## src/rtl/id_stage_pipe.sv

```systemverilog
// id_stage_pipe: instruction decode stage with the ID/EX pipeline register.
//
// Decodes the 16-bit instruction held in IF/ID, reads the 16-entry register
// file (optionally bypassing the same-cycle write-back), resolves branches in
// ID and detects load-use, branch-operand and branch-flag hazards. Decoded
// control and operands are registered for EX.
//
// Ports
//   clk, rst                 clock, synchronous active-high reset
//   if_valid/if_instr/if_pc  IF/ID contents (if_pc is PC+2 of if_instr)
//   flag                     {Z,V,N} for the instruction in ID
//   wb_we/wb_rd/wb_data      register file write port
//   mem_regwrite/mem_rd      destination of the instruction in MEM
//   ext_stall                downstream freeze, holds ID/EX
//   id_stall                 hold PC and IF/ID (combinational)
//   br_taken/br_target       redirect request and target (combinational)
//   ex_*                     registered ID/EX contents
module id_stage_pipe #(
  parameter int DATA_W    = 16,
  parameter bit WB_BYPASS = 1'b1,
  parameter bit R0_ZERO   = 1'b1
) (
  input  logic              clk,
  input  logic              rst,
  input  logic              if_valid,
  input  logic [15:0]       if_instr,
  input  logic [DATA_W-1:0] if_pc,
  input  logic [2:0]        flag,
  input  logic              wb_we,
  input  logic [3:0]        wb_rd,
  input  logic [DATA_W-1:0] wb_data,
  input  logic              mem_regwrite,
  input  logic [3:0]        mem_rd,
  input  logic              ext_stall,
  output logic              id_stall,
  output logic              br_taken,
  output logic [DATA_W-1:0] br_target,
  output logic              ex_valid,
  output logic              ex_regwrite,
  output logic              ex_memread,
  output logic              ex_memwrite,
  output logic              ex_memtoreg,
  output logic              ex_alusrc,
  output logic              ex_setflags,
  output logic              ex_halt,
  output logic [3:0]        ex_aluop,
  output logic [3:0]        ex_rs,
  output logic [3:0]        ex_rt,
  output logic [3:0]        ex_rd,
  output logic [DATA_W-1:0] ex_a,
  output logic [DATA_W-1:0] ex_b,
  output logic [DATA_W-1:0] ex_imm
);

  typedef struct packed {
    logic              valid;
    logic              regwrite;
    logic              memread;
    logic              memwrite;
    logic              memtoreg;
    logic              alusrc;
    logic              setflags;
    logic              halt;
    logic [3:0]        aluop;
    logic [3:0]        rs;
    logic [3:0]        rt;
    logic [3:0]        rd;
    logic [DATA_W-1:0] a;
    logic [DATA_W-1:0] b;
    logic [DATA_W-1:0] imm;
  } idEx_t;

  idEx_t             idEx_q, idEx_d, decCtl;
  logic              halted_q, halted_d;
  logic [DATA_W-1:0] regFile_q [16];
  logic [DATA_W-1:0] rsData, rtData;
  logic [3:0]        op;
  logic              usesRs, usesRt, usePc, isB, isBr, condOk, hazard;
  logic              zFlag, vFlag, nFlag;

  assign op = if_instr[15:12];
  assign {zFlag, vFlag, nFlag} = flag;

  // Instruction decode into the control half of an ID/EX entry; operands are
  // filled in later once the register reads are known. PCS is sent to EX as
  // if_pc plus a zero immediate so the ALU passes the link value through.
  always_comb begin
    decCtl       = '0;
    decCtl.aluop = op;
    decCtl.rd    = if_instr[11:8];
    decCtl.rs    = if_instr[7:4];
    decCtl.rt    = if_instr[3:0];
    usesRs       = 1'b0;
    usesRt       = 1'b0;
    usePc        = 1'b0;
    isB          = 1'b0;
    isBr         = 1'b0;
    case (op)
      4'h0, 4'h1, 4'h2: begin
        decCtl.regwrite = 1'b1;
        decCtl.setflags = 1'b1;
        usesRs          = 1'b1;
        usesRt          = 1'b1;
      end
      4'h3, 4'h7: begin
        decCtl.regwrite = 1'b1;
        usesRs          = 1'b1;
        usesRt          = 1'b1;
      end
      4'h4, 4'h5, 4'h6: begin
        decCtl.regwrite = 1'b1;
        decCtl.setflags = 1'b1;
        decCtl.alusrc   = 1'b1;
        decCtl.imm      = {{(DATA_W-4){if_instr[3]}}, if_instr[3:0]};
        usesRs          = 1'b1;
      end
      4'h8: begin
        decCtl.aluop    = 4'h0;
        decCtl.alusrc   = 1'b1;
        decCtl.imm      = {{(DATA_W-4){if_instr[3]}}, if_instr[3:0]};
        decCtl.regwrite = 1'b1;
        decCtl.memread  = 1'b1;
        decCtl.memtoreg = 1'b1;
        usesRs          = 1'b1;
      end
      4'h9: begin
        decCtl.aluop    = 4'h0;
        decCtl.alusrc   = 1'b1;
        decCtl.imm      = {{(DATA_W-4){if_instr[3]}}, if_instr[3:0]};
        decCtl.memwrite = 1'b1;
        decCtl.rt       = if_instr[11:8];
        usesRs          = 1'b1;
        usesRt          = 1'b1;
      end
      4'hA, 4'hB: begin
        decCtl.rs       = if_instr[11:8];
        decCtl.regwrite = 1'b1;
        decCtl.alusrc   = 1'b1;
        decCtl.imm      = {{(DATA_W-8){1'b0}}, if_instr[7:0]};
        usesRs          = 1'b1;
      end
      4'hC: isB = 1'b1;
      4'hD: begin
        isBr   = 1'b1;
        usesRs = 1'b1;
      end
      4'hE: begin
        decCtl.aluop    = 4'h0;
        decCtl.regwrite = 1'b1;
        decCtl.alusrc   = 1'b1;
        usePc           = 1'b1;
      end
      default: decCtl.halt = 1'b1;
    endcase
  end

  // Register reads; r0 forcing takes priority over the write-back bypass.
  always_comb begin
    rsData = regFile_q[decCtl.rs];
    if (WB_BYPASS && wb_we && (wb_rd == decCtl.rs)) rsData = wb_data;
    if (R0_ZERO && (decCtl.rs == 4'd0)) rsData = '0;
    rtData = regFile_q[decCtl.rt];
    if (WB_BYPASS && wb_we && (wb_rd == decCtl.rt)) rtData = wb_data;
    if (R0_ZERO && (decCtl.rt == 4'd0)) rtData = '0;
  end

  // Branch condition selected by the 3-bit code in [11:9].
  always_comb begin
    case (if_instr[11:9])
      3'b000:  condOk = !zFlag;
      3'b001:  condOk = zFlag;
      3'b010:  condOk = !zFlag && !nFlag;
      3'b011:  condOk = nFlag;
      3'b100:  condOk = zFlag || !nFlag;
      3'b101:  condOk = zFlag || nFlag;
      3'b110:  condOk = vFlag;
      default: condOk = 1'b1;
    endcase
  end

  // Hazards: a load in EX feeding this instruction, a BR whose target
  // register is still being produced in EX or MEM, and a conditional branch
  // whose flags are still being produced by the instruction in EX.
  always_comb begin
    hazard = 1'b0;
    if (idEx_q.valid && idEx_q.memread && (idEx_q.rd != 4'd0) &&
        ((usesRs && (idEx_q.rd == decCtl.rs)) || (usesRt && (idEx_q.rd == decCtl.rt))))
      hazard = 1'b1;
    if (isBr && ((idEx_q.valid && idEx_q.regwrite && (idEx_q.rd == decCtl.rs)) ||
                 (mem_regwrite && (mem_rd == decCtl.rs))))
      hazard = 1'b1;
    if ((isB || isBr) && (if_instr[11:9] != 3'b111) && idEx_q.valid && idEx_q.setflags)
      hazard = 1'b1;
  end

  assign id_stall  = hazard || ext_stall || halted_q;
  assign br_taken  = if_valid && (isB || isBr) && condOk && !id_stall;
  assign br_target = isBr ? rsData
                          : if_pc + {{(DATA_W-10){if_instr[8]}}, if_instr[8:0], 1'b0};

  // ID/EX next state: a freeze holds everything, a hazard, empty slot or
  // halted core inserts an all-zero bubble, otherwise the decoded entry loads.
  always_comb begin
    idEx_d   = idEx_q;
    halted_d = halted_q;
    if (!ext_stall) begin
      if (hazard || !if_valid || halted_q) begin
        idEx_d = '0;
      end else begin
        idEx_d       = decCtl;
        idEx_d.valid = 1'b1;
        idEx_d.a     = usePc ? if_pc : rsData;
        idEx_d.b     = rtData;
        if (decCtl.halt) halted_d = 1'b1;
      end
    end
  end

  // Pipeline register and sticky halt flag.
  always_ff @(posedge clk) begin
    if (rst) begin
      idEx_q   <= '0;
      halted_q <= 1'b0;
    end else begin
      idEx_q   <= idEx_d;
      halted_q <= halted_d;
    end
  end

  // Register file; writes to r0 are dropped when r0 is hardwired to zero.
  always_ff @(posedge clk) begin
    if (rst) begin
      for (int i = 0; i < 16; i++) regFile_q[i] <= '0;
    end else if (wb_we && !(R0_ZERO && (wb_rd == 4'd0))) begin
      regFile_q[wb_rd] <= wb_data;
    end
  end

  assign ex_valid    = idEx_q.valid;
  assign ex_regwrite = idEx_q.regwrite;
  assign ex_memread  = idEx_q.memread;
  assign ex_memwrite = idEx_q.memwrite;
  assign ex_memtoreg = idEx_q.memtoreg;
  assign ex_alusrc   = idEx_q.alusrc;
  assign ex_setflags = idEx_q.setflags;
  assign ex_halt     = idEx_q.halt;
  assign ex_aluop    = idEx_q.aluop;
  assign ex_rs       = idEx_q.rs;
  assign ex_rt       = idEx_q.rt;
  assign ex_rd       = idEx_q.rd;
  assign ex_a        = idEx_q.a;
  assign ex_b        = idEx_q.b;
  assign ex_imm      = idEx_q.imm;

endmodule
```

## config.mk

```make
export PLATFORM = sky130hd
export DESIGN_NAME = id_stage_pipe
export DESIGN_NICKNAME = d
export VERILOG_FILES = /design/src/rtl/id_stage_pipe.sv
export SDC_FILE = /design/constraint.sdc
export NUM_CORES = 1
export LEC_CHECK = 0
export ABC_CLOCK_PERIOD_IN_PS = 4500
export CAP_MARGIN = 25
export CORE_UTILIZATION = 50
export CTS_CLUSTER_DIAMETER = 80
export DETAILED_ROUTE_END_ITERATION = 8
export PLACE_DENSITY = 0.7
export REMOVE_ABC_BUFFERS = 1
export SYNTH_ARGS = -nofsm -noshare
export SYNTH_HDL_FRONTEND = slang
export SYNTH_SLANG_ARGS = --single-unit
```

## constraint.sdc

```tcl
create_clock -name clk -period 4.5 [get_ports clk]
set_clock_uncertainty 0.2 [all_clocks]
set_input_delay 0.675 -clock clk [delete_from_list [all_inputs] [get_ports clk]]
set_output_delay 0.675 -clock clk [all_outputs]
set_load 0.03 [all_outputs]
```

==> impl.org <==
** Status
- The run finished with clean final reports.

** Yosys
- sky130_fd_sc_hd__edfxtp_1 is the most common cell in the netlist.
- FFs w/ async S/R, synth :: 0
- Synthesis inferred 321 register bits.
- Of the post-synthesis cell area, the dominant cell type holds 0.415.
- Sequential element share of the synthesized area :: 0.485
- Biggest area consumer among synthesized cells :: sky130_fd_sc_hd__edfxtp_1
- Unique cell type count in the Yosys netlist :: 80
- Counting instances in the post-synthesis netlist gives the leading cell types as sky130_fd_sc_hd__edfxtp_1, sky130_fd_sc_hd__nand2_1, sky130_fd_sc_hd__nor3_1.
- Synthesized instance count :: between 1500 and 2000
- For this run, the leading register cell type out of synthesis is sky130_fd_sc_hd__edfxtp_1.
- Avg Inst Size Synth :: just over 10 µm²
- Count of synthesis-stage warnings from yosys :: 0
- Netlist area before placement :: between 0.015 and 0.02 mm²
- Ranked by total cell area, the synthesized netlist is headed by sky130_fd_sc_hd__edfxtp_1, sky130_fd_sc_hd__dfxtp_1, sky130_fd_sc_hd__nor3_1, sky130_fd_sc_hd__nand2_1, sky130_fd_sc_hd__mux2i_1.
- Count of flip-flops with a built-in enable after synthesis :: between 200 and 300

** Power and ir drop
- The design draws roughly 8.4 mW.
- Of the total power, the share spent switching nets is 0.296.
- In this run the power spent charging and discharging nets is roughly 2.5 mW.
- Sequential cell fraction of total power :: 0.413
- Internal power comes to 5.94 mW.
- For this design the static power due to leakage is approximately 8.2 nW.
- Clock share of power :: 0.374
- The share of total power dissipated in combinational logic is 0.213.
- In this run the power density over the cells is 367 mW/mm².
- Peak supply drop :: 298 µV

** Critical path
- Data on the critical path is required at its endpoint by 3620 ps.
- Among all stages on the critical path, the largest delay is contributed by sky130_fd_sc_hd__a2111oi_1.
- Counting both buffers and inverters, the worst setup path holds a total of 3.
- The worst setup path is captured at a primary output.
- The worst setup path is of the in -> out kind.
- Traced cell by cell, the critical path runs through clkdlybuf4s50_1 -> and4b_1 -> a21o_1 -> buf_12 -> mux2i_1 -> mux2i_1 -> a2111oi_1 -> nor4_1 -> a21o_1 -> buf_12.
- The largest single stage delay on the critical path is between 600 and 700 ps.
- At the worst endpoint, the arrival time is ~3600 ps.
- In this run the worst path has a maximum fanout of 22.
- STA classifies the critical path startpoint as a primary input.
- The cell family contributing the most delay on the critical path is compound AO/OA/AOI/OAI gates.

** Worst hold path
- The min-delay analysis places its worst path in the category reg -> reg.

** Global route
- The via count of the first global-routing pass is roughly 17000.
- Largest net degree at the start of global routing :: between 60 and 70
- Global-route usage over all layers :: 0.384
- GRT Residual Overflow :: 0
- In the global route stage, met3 resource usage came out at 0.101.
- Gr busiest metal :: met2
- In the global route stage, met1 resource usage came out at 0.499.
- The initial antenna violation count came to 0.
- Met2 demand-to-capacity share in global routing :: 0.583
- The first global-routing pass estimated ~110 mm of wire.

** STA
- Setup repair after global routing left no endpoint under its margin.
- Slew Viols, Final :: 0
- Timing would allow up to 225 MHz.
- Hold violation total from the final report :: 0
- The worst path needs roughly 4400 ps of the cycle, external delays included.
- Final worst setup slack :: just over 60 ps
- Normalized max-slew margin :: 0.356
- Summed over all failing endpoints, the final setup total negative slack is 0 ps.
- Number of failing setup endpoints in the final timing report :: 0
- Pin slew with the least headroom to its limit :: 958 ps
- In the finished design, the share of the clock period the worst path needs comes to 0.986.
- Worst hold-check slack :: roughly 260 ps

** Die
- Chip height :: 195 µm
- For this configuration, the core starts out at a cell density of 0.507.
- Row Count :: 70
- Top-Level Pins :: around 160
- The core region is around 0.037 mm².
- The die covers approximately 0.038 mm².
- Die span in x :: between 150 and 200 µm

** Placement
- Weighted congestion at the end of routability-driven global placement :: between 1 and 1.5
- Summing all placed instances gives a cell area of roughly 0.022 mm².
- Detailed placement finished with a half-perimeter wire length of between 50 and 60 mm.
- Placed cell count :: approximately 2400
- In this run the tool buffered the top-level ports with between 150 and 200 buffer cells.
- At the placement stage, the worst setup path has a slack of -149 ps.

** Layout
- In the final design database the tool counted between 2000 and 2500 nets.
- The area growth from synthesis to layout is 24.1%.
- In the final layout, the share of cells above drive strength 1 is 0.187.
- Design area :: approximately 0.023 mm²
- Measured on the finished design, the core utilization comes to 0.629.
- Final standard cell count with taps included and fillers excluded :: between 2000 and 3000

** Routing
- The first detailed-routing pass took 5 iterations.
- For this block, the routed nets add up to about 74 mm of wire.
- After detailed routing, the number of remaining DRC violations is 0.
- The routed layout has around 17000 vias.
- Using the TritonRoute via totals, the vias-per-cell ratio works out to 6.95.
- In the final routed layout, each cell accounts on average for about 30 µm.
- In this run the remaining antenna-violating nets after routing total 0.
- Number of DRC markers in iteration 0 :: 2381

** Clock tree
- CTS Sinks :: approximately 320
- CTS built an H-tree with a depth of 2.
- Buffers inserted during clock tree synthesis total 37.
- For the worst-skew pair, the clock arrives at the later sink with an insertion delay of ~570 ps.
- Post-CTS Hold Buffers :: 0
- In this run the deepest clock path goes through 3 buffers.
- Clock-pin slew on the worst setup and hold paths :: approximately 60 ps
- Clock tree root buffer cell :: sky130_fd_sc_hd__clkbuf_16
- TritonCTS built the clock tree.

** Job
- Number of maximum-capacitance constraint violations :: 0
## layer usage
layer	vias to the layer above	share of wire
met1	8418	0.37
li1	7363	-
met3	222	0.13
met5	-	0
met4	0	0.054
met2	1402	0.44
## flip-flops by register name, indices dropped and copies added, names as in the netlist
name,count
ex_a,16
ex_aluop,4
ex_alusrc,1
ex_b,16
ex_halt,1
ex_imm,9
ex_memread,1
ex_memwrite,1
ex_rd,4
ex_regwrite,1
ex_rs,4
ex_rt,4
ex_setflags,1
ex_valid,1
halted_q,1
regFile_q,256
## final timing paths
kind	start	endpoint	slack, ps	cells past startpoint
hold / removal	ex_b[6]	ex_b[6]	260	2
setup reg to reg	ex_rd[3]	ex_a[9]	1740	8
hold reg to reg	ex_b[6]	ex_b[6]	260	2
setup / recovery	if_instr[11]	br_target[6]	60	10
## cell families (layout without fill, tap and decap cells)
family | after synthesis | count (layout) | share of synthesized area
and+or+nand+nor | 644 | 645 | 0.170
AOI/OAI and AO/OA | 392 | 392 | 0.157
DFF | 321 | 321 | 0.485
buffers and inverters | 271 | 479 | 0.0646
muxes | 139 | 139 | 0.0995
xor gates and xnor gates | 28 | 28 | 0.0132
adders and majority gates | 15 | 15 | 0.0105
other | 1 | 18 | 0.000202
## worst register-to-register path, cell delays in order, from the launching register on
cell	delay (ps)
sky130_fd_sc_hd__dfxtp_1	540
sky130_fd_sc_hd__xnor2_1	160
sky130_fd_sc_hd__o221ai_1	160
sky130_fd_sc_hd__a221oi_1	470
sky130_fd_sc_hd__a31oi_4	160
sky130_fd_sc_hd__buf_4	280
sky130_fd_sc_hd__and2_1	210
sky130_fd_sc_hd__buf_4	200
sky130_fd_sc_hd__a32o_1	260
## power by group through the flow
stage	combinational (mW)	clock [mW]	sequential [mW]
finish	1.80	3.16	3.48
global route	1.85	3.25	3.49
CTS	1.74	3.15	3.47
detailed placement	1.72	0	3.54
global placement	1.71	0	3.53
floorplan	0.798	0	3.55
## what timing repair did
action	4_1_cts	5_1_grt
gates resized for setup	5	14
setup endpoints to repair	5	15
setup buffers	0	7
endpoints found under the hold margin	0	0
pin swaps	0	2
gates cloned	0	1
## final cells by class
| class | instances | area (µm²) |
|---|---|---|
| diodes | 2 | 5.00 |
| clock buffers | 51 | 1080 |
| clock inverters | 17 | 173 |
| fillers | 2956 | 13500 |
| inverters | 64 | 240 |
| multi-input cells | 1235 | 8590 |
| flip-flops and latches | 321 | 8990 |
| well taps | 468 | 586 |
| repair buffers | 347 | 3320 |
## placed cells by master, fill, tap and decap left out, types with 26 or more instances in the layout
cell,Yosys,final
sky130_fd_sc_hd__o21ai_0,57,45
sky130_fd_sc_hd__edfxtp_1,256,256
sky130_fd_sc_hd__buf_12,0,29
sky130_fd_sc_hd__inv_1,63,63
sky130_fd_sc_hd__buf_4,14,179
sky130_fd_sc_hd__nor2_1,38,37
sky130_fd_sc_hd__a32oi_1,68,68
sky130_fd_sc_hd__clkdlybuf4s50_1,0,128
sky130_fd_sc_hd__nor3_1,202,201
sky130_fd_sc_hd__a211oi_1,52,50
sky130_fd_sc_hd__clkbuf_16,0,39
sky130_fd_sc_hd__nor4_1,63,62
sky130_fd_sc_hd__mux2i_1,76,74
sky130_fd_sc_hd__dfxtp_1,65,65
sky130_fd_sc_hd__mux2_2,26,26
sky130_fd_sc_hd__nand3_1,33,33
sky130_fd_sc_hd__a21oi_1,37,35
sky130_fd_sc_hd__nand2_1,238,235
sky130_fd_sc_hd__mux4_2,32,32
Power figures use the tool's default switching activity.
